### src/rtl/intr_ctrl.sv
// Machine-level external interrupt controller: edge-latched pending bits, enable mask,
// fixed-priority claim/complete port and an intr output that re-edges once per claimable event.
module intr_ctrl #(
  parameter int NSRC = 8
) (
  input  logic            clk,
  input  logic            rst,
  input  logic [NSRC-1:0] src_irq,
  input  logic            reg_wr_en,
  input  logic            reg_rd_en,
  input  logic [3:0]      reg_addr,
  input  logic [31:0]     reg_wdat,
  output logic [31:0]     reg_rdat,
  output logic            reg_rd_vld,
  output logic            intr
);

  typedef enum logic [1:0] {
    IDLE   = 2'd0,
    ASSERT = 2'd1,
    BUSY   = 2'd2,
    GAP    = 2'd3
  } state_t;

  localparam logic [3:0] ADDR_PENDING = 4'h0;
  localparam logic [3:0] ADDR_ENABLE  = 4'h4;
  localparam logic [3:0] ADDR_CLAIM   = 4'h8;
  localparam logic [3:0] ADDR_STATUS  = 4'hC;

  state_t          r_state;
  state_t          w_state_nxt;
  logic            r_intr;
  logic [NSRC-1:0] r_src_d;
  logic [NSRC-1:0] r_pending;
  logic [NSRC-1:0] r_enable;
  logic [4:0]      r_claimed_id;
  logic [31:0]     r_rdat;
  logic            r_rd_vld;

  logic [NSRC-1:0] w_rise;
  logic [NSRC-1:0] w_cand;
  logic [NSRC-1:0] w_win_oh;
  logic [NSRC-1:0] w_clr_mask;
  logic [NSRC-1:0] w_pending_nxt;
  logic [4:0]      w_win_id;
  logic            w_claim_ok;
  logic            w_complete_ok;
  logic            w_en_wr;
  logic            w_busy;
  logic [31:0]     w_rdat;
  logic            w_unused_wdat;

  assign w_rise = src_irq & ~r_src_d;
  assign w_cand = r_pending & r_enable;

  // Scan from the top so the lowest set index is the last (winning) assignment.
  always_comb begin
    w_win_id = '0;
    w_win_oh = '0;
    for (int i = NSRC - 1; i >= 0; i--) begin
      if (w_cand[i]) begin
        w_win_id = 5'(i + 1);
        w_win_oh = NSRC'(1) << i;
      end
    end
  end

  assign w_claim_ok    = reg_rd_en && (reg_addr == ADDR_CLAIM) &&
                         ((r_state == IDLE) || (r_state == ASSERT)) && (w_win_id != 5'd0);
  assign w_complete_ok = reg_wr_en && (reg_addr == ADDR_CLAIM) &&
                         (r_state == BUSY) && (reg_wdat[4:0] == r_claimed_id);
  assign w_en_wr       = reg_wr_en && (reg_addr == ADDR_ENABLE);
  assign w_busy        = (r_state == BUSY) || (r_state == GAP);

  // A fresh edge on the bit being claimed re-sets it: a new event, not a lost one.
  assign w_clr_mask    = w_claim_ok ? w_win_oh : '0;
  assign w_pending_nxt = (r_pending & ~w_clr_mask) | w_rise;

  always_comb begin
    w_rdat = '0;
    case (reg_addr)
      ADDR_PENDING: w_rdat = {{(32-NSRC){1'b0}}, r_pending};
      ADDR_ENABLE:  w_rdat = {{(32-NSRC){1'b0}}, r_enable};
      ADDR_CLAIM:   w_rdat = w_claim_ok ? {27'd0, w_win_id} : 32'd0;
      ADDR_STATUS:  w_rdat = {15'd0, r_intr, 3'd0, r_claimed_id, 7'd0, w_busy};
      default:      w_rdat = '0;
    endcase
  end

  always_comb begin
    w_state_nxt = r_state;
    case (r_state)
      IDLE: begin
        if (w_claim_ok)              w_state_nxt = BUSY;
        else if (w_win_id != 5'd0)   w_state_nxt = ASSERT;
      end
      ASSERT: begin
        if (w_claim_ok)              w_state_nxt = BUSY;
        else if (w_win_id == 5'd0)   w_state_nxt = IDLE;
      end
      BUSY: begin
        if (w_complete_ok)           w_state_nxt = GAP;
      end
      GAP:                           w_state_nxt = IDLE;
      default:                       w_state_nxt = IDLE;
    endcase
  end

  // intr is a flop mirroring state==ASSERT so the core sees a clean edge.
  always_ff @(posedge clk) begin
    if (rst) begin
      r_state <= IDLE;
      r_intr  <= 1'b0;
    end else begin
      r_state <= w_state_nxt;
      r_intr  <= (w_state_nxt == ASSERT);
    end
  end

  always_ff @(posedge clk) begin
    if (rst) begin
      r_src_d      <= '0;
      r_pending    <= '0;
      r_enable     <= '0;
      r_claimed_id <= '0;
      r_rdat       <= '0;
      r_rd_vld     <= 1'b0;
    end else begin
      r_src_d   <= src_irq;
      r_pending <= w_pending_nxt;
      if (w_en_wr) begin
        r_enable <= reg_wdat[NSRC-1:0];
      end
      if (w_claim_ok) begin
        r_claimed_id <= w_win_id;
      end else if (w_complete_ok) begin
        r_claimed_id <= '0;
      end
      r_rd_vld <= reg_rd_en;
      r_rdat   <= reg_rd_en ? w_rdat : 32'd0;
    end
  end

  assign w_unused_wdat = ^reg_wdat;

  assign reg_rdat   = r_rdat;
  assign reg_rd_vld = r_rd_vld;
  assign intr       = r_intr;

endmodule

### config.mk
export PLATFORM = sky130hd
export DESIGN_NAME = intr_ctrl
export DESIGN_NICKNAME = d
export VERILOG_FILES = /design/src/rtl/intr_ctrl.sv
export SDC_FILE = /design/constraint.sdc
export NUM_CORES = 1
export LEC_CHECK = 0
export ABC_AREA = 1
export CAP_MARGIN = 40
export CELL_PAD_IN_SITES_DETAIL_PLACEMENT = 0
export CELL_PAD_IN_SITES_GLOBAL_PLACEMENT = 1
export CORE_MARGIN = 8
export CORE_UTILIZATION = 30
export CTS_CLUSTER_SIZE = 12
export DETAILED_ROUTE_END_ITERATION = 7
export GPL_TIMING_DRIVEN = 1
export PLACE_DENSITY = 0.86
export SKIP_LAST_GASP = 1
export SLEW_MARGIN = 25
export SYNTH_ARGS = -nofsm -noshare
export SYNTH_HDL_FRONTEND = slang
export SYNTH_SLANG_ARGS = --single-unit
### constraint.sdc
create_clock -name clk -period 1.8 [get_ports clk]
set_clock_uncertainty 0.05 [all_clocks]
set_input_delay 0.27 -clock clk [delete_from_list [all_inputs] [get_ports clk]]
set_output_delay 0.27 -clock clk [all_outputs]
set_load 0.01 [all_outputs]
==> run_results.csv, run 1 <==
group,metric,value,unit
outcome,outcome,"complete, no violations",
cts,cts_buffers,5,
setup_path,path_class,"in -> reg",
setup_path,r2r-end,"r_claimed_id[0]",
floorplan,dieHeight,98.9,um
synthesis,synth-adder-area-share,0,
cts,cts_hold_buffers,0,
hold_path,hold_path.class,"reg -> reg",
setup_path,regToRegSetupSlack,210,ps
floorplan,die_area,9790,um^2
timing,timing.final.crit_share,0.886,
setup_path,cp_top_family,"buffers and inverters",
synthesis,yosys-top-cells-area,"dfxtp_1, nand3_1, buf_4",
synthesis,synth_area_per_cell,7.73,um^2
cts,htree_levels,2,
route,viasPerCell,4.48,
power,cellPowerDensity,717,nW/um^2
synthesis,synth-compound-area-share,0.121,
synthesis,synth-simple-area-share,0.280,
placement,dp.cells,390,
timing,fin_crit,1590,ps
setup_path,required,1920,ps
power,pwr-share-comb,0.118,
setup_path,slowest_delay,490,ps
synthesis,yosys.area.top_type,"dfxtp_1",
final_layout,drive_gt1_frac,0.123,
power,p_leak,1.13,nW
final_layout,diodes,0,
synthesis,synth_top_area_frac,0.437,
route,wl,4870,um
synthesis,syn_inst,267,
hold_path,min_delay_worst_endpoint,"r_pending[2]",
route,vias,1779,
power,p_int,0.00144,W
cts,ctsResizeCount,0,
power,netSwitchingFraction,0.240,
route,drc,0,
job,cap_violations,0,
power,p_switching,0.000454,W
cts,clockBufferDepth,2,
final_layout,final_cells,397,
placement,port_buffers,38,
final_layout,nets,365,
setup_path,crit_path_end_kind,"flip-flop",
floorplan,ioPinCount,82,
placement,gp_congestion,0.829,
power,seqPwrFrac,0.558,
route,ant_nets,0,
setup_path,path_buf_inv,3,
route,routedWlPerCell,12.3,um
final_layout,utilization,0.392,
setup_path,slowest_stage,"clkdlybuf4s50_1",
synthesis,synth_top_family_by_area,"simple AND/OR/NAND/NOR gates",
cts,cts_tree,"built",
floorplan,core.rowCount,30,
synthesis,synth_area,2060,um^2
floorplan,start_util,0.307,
cts,root_buffer,"clkbuf_8",
placement,dpl.hpwl,3920,um
setup_path,worstPathMaxFanout,5,
cts,cts_sinks,45,
power,vdd_drop_max,0.221,mV
timing,finalSetupViolations,0,
setup_path,rr_worst_depth,10,
setup_path,path_cells,"clkdlybuf4s50_1, inv_2, nor3_4, nand2_4, nor2_8, inv_4, o21ai_0, o22ai_1",
synthesis,ys_types,32,
hold_path,hold_path.startpoint,"r_src_d[2]",
timing,whs,364,ps
cts,clk_latency,290,ps
setup_path,critPathLaunchType,"primary input",
cts,clkTransAtPathRegs,80,ps
synthesis,synth.area.mux_share,0,
timing,clock.fmax,0.627,GHz
synthesis,synth_xor_area_frac,0.00424,
floorplan,fp.dieW,98.9,um
setup_path,cp_num_cells,8,
setup_path,r2r-start,"r_pending[4]",
global_route,grt_pass1_wl,8160,um
synthesis,ys_seq_area_frac,0.437,
global_route,grt_max_degree,17,
final_layout,area_delta_synth_final,27.8,%
global_route,antenna_found_initial,0,
floorplan,core_area,6720,um^2
timing,report.final.hold_viol_count,0,
global_route,gr-total-overflow,0,
cts,cts_setup_buffers,0,
synthesis,ys_ff_latch,45,
synthesis,yosysWarnings,0,
route,dr.pass1.iters,5,
hold_path,hold_path_depth,1,
timing,rsz0062_at_grt,"false",
global_route,grt_pass1_vias,1804,
route,drt_iter0_drc,126,
timing,slew_viol_final,0,
global_route,grt_usage,0.103,
power,clockPowerShare,0.324,
setup_path,arrival,1720,ps
[placed cells by master, fill, tap and decap left out, types with 2 or more instances in the layout]
| master | instances |
|---|---|
| a21oi_1 | 22 |
| a21oi_2 | 2 |
| buf_4 | 12 |
| clkbuf_8 | 6 |
| clkdlybuf4s50_1 | 38 |
| conb_1 | 19 |
| dfxtp_1 | 45 |
| inv_1 | 37 |
| inv_2 | 2 |
| nand2_1 | 34 |
| nand2_2 | 3 |
| nand2_4 | 2 |
| nand3_1 | 29 |
| nand3_4 | 2 |
| nand4_1 | 8 |
| nor2_1 | 18 |
| nor2_2 | 2 |
| nor3_1 | 4 |
| nor3_4 | 2 |
| o21ai_0 | 17 |
[through the flow]
step                total power, W  TNS [ps]  worst slack [ps]  instance area, um^2
floorplan                  0.00122         0               454                 2130
global placement           0.00130      -788              -107                 2550
detailed placement         0.00130      -700             -76.4                 2550
CTS                        0.00192         0               211                 2640
global route               0.00199         0              5.93                 2640
finish                     0.00189         0               205                 2640
[cell families after synthesis]
group,Yosys count
AND/OR/NAND/NOR,108
buffers and inverters,66
AO/OA/AOI/OAI,46
flip-flops,45
XOR/XNOR,1
other,1
[registers in the layout, summed over array words and instances (netlist names)]
register	flops
r_claimed_id	4
r_enable	8
r_state	2
r_src_d	8
r_pending	8
reg_rdat	13
reg_rd_vld	1
intr	1
[power by group through the flow]
| stage | combinational (W) | clock, W | sequential (W) |
|---|---|---|---|
| after floorplan | 0.000146 | 0 | 0.00107 |
| after global routing | 0.000249 | 0.000684 | 0.00106 |
| after detailed placement | 0.000222 | 0 | 0.00108 |
| after CTS | 0.000223 | 0.000643 | 0.00105 |
| after global placement | 0.000220 | 0 | 0.00108 |
| final | 0.000223 | 0.000613 | 0.00105 |
[how the worst max path moves through the flow]
stage / start / to / slack, ps
6_report: reg_addr[3] / r_pending[0] / 210
5_1_grt: r_pending[4] / r_claimed_id[0] / 6
4_1_cts: reg_addr[3] / r_claimed_id[0] / 210
3_5_place_dp: reg_addr[3] / r_pending[0] / -80
3_3_place_gp: reg_addr[3] / r_pending[0] / -110
2_1_floorplan: reg_addr[2] / r_claimed_id[2] / 450
[final cells by class]
class / count / area [um^2]
fillers: 693 / 4080
multi-input cells: 174 / 906
flip-flops and latches: 45 / 901
repair buffers: 51 / 490
inverters: 40 / 153
well taps: 80 / 100
clock buffers: 7 / 86.3
[per-layer routing]
layer	part of all wire	GRT usage	routed length, um	vias up
li1	-	-	-	925
met1	0.43	0.112	2100	782
met2	0.46	0.174	2250	61
met3	0.089	0.0423	433	11
met4	0.019	0.0425	95	0
met5	0	0	0	-
[Yosys cell counts]
master	n
nor2_8	1
inv_2	2
o21ai_0	17
o22ai_1	1
nand4_1	8
nor3_4	2
a21oi_1	22
or2_2	1
a21oi_2	2
buf_4	19
dfxtp_1	45
conb_1	1
nand3_1	29
nand3_4	2
buf_1	1
nor3_1	4
nand2_4	2
xor2_1	1
nand2_2	3
nand2_1	34
a31oi_1	1
nor2_4	1
buf_2	2
o21bai_1	1
o31ai_1	1
inv_1	37
clkbuf_1	4
nor2_1	18
nor2_2	2
o221ai_1	1
and3_2	1
inv_4	1
Note: power is estimated with default switching activity, not from simulation.
==> inputs of run 2 (changes only) <==
--- a/config.mk
+++ b/config.mk
@@ -6,7 +6,7 @@
 export NUM_CORES = 1
 export LEC_CHECK = 0
 export ABC_AREA = 1
-export CAP_MARGIN = 40
+export CAP_MARGIN = 20
 export CELL_PAD_IN_SITES_DETAIL_PLACEMENT = 0
 export CELL_PAD_IN_SITES_GLOBAL_PLACEMENT = 1
 export CORE_MARGIN = 8
==> results of run 2 <==
Same layout as run 1: the final DEF is identical, and so are final timing and power.
==> inputs of run 3 (changes only) <==
--- a/config.mk
+++ b/config.mk
@@ -16,7 +16,7 @@
 export GPL_TIMING_DRIVEN = 1
 export PLACE_DENSITY = 0.86
 export SKIP_LAST_GASP = 1
-export SLEW_MARGIN = 25
+export SLEW_MARGIN = 20
 export SYNTH_ARGS = -nofsm -noshare
 export SYNTH_HDL_FRONTEND = slang
 export SYNTH_SLANG_ARGS = --single-unit
==> results of run 3 <==
Same layout as run 1: the final DEF is identical, and so are final timing and power.
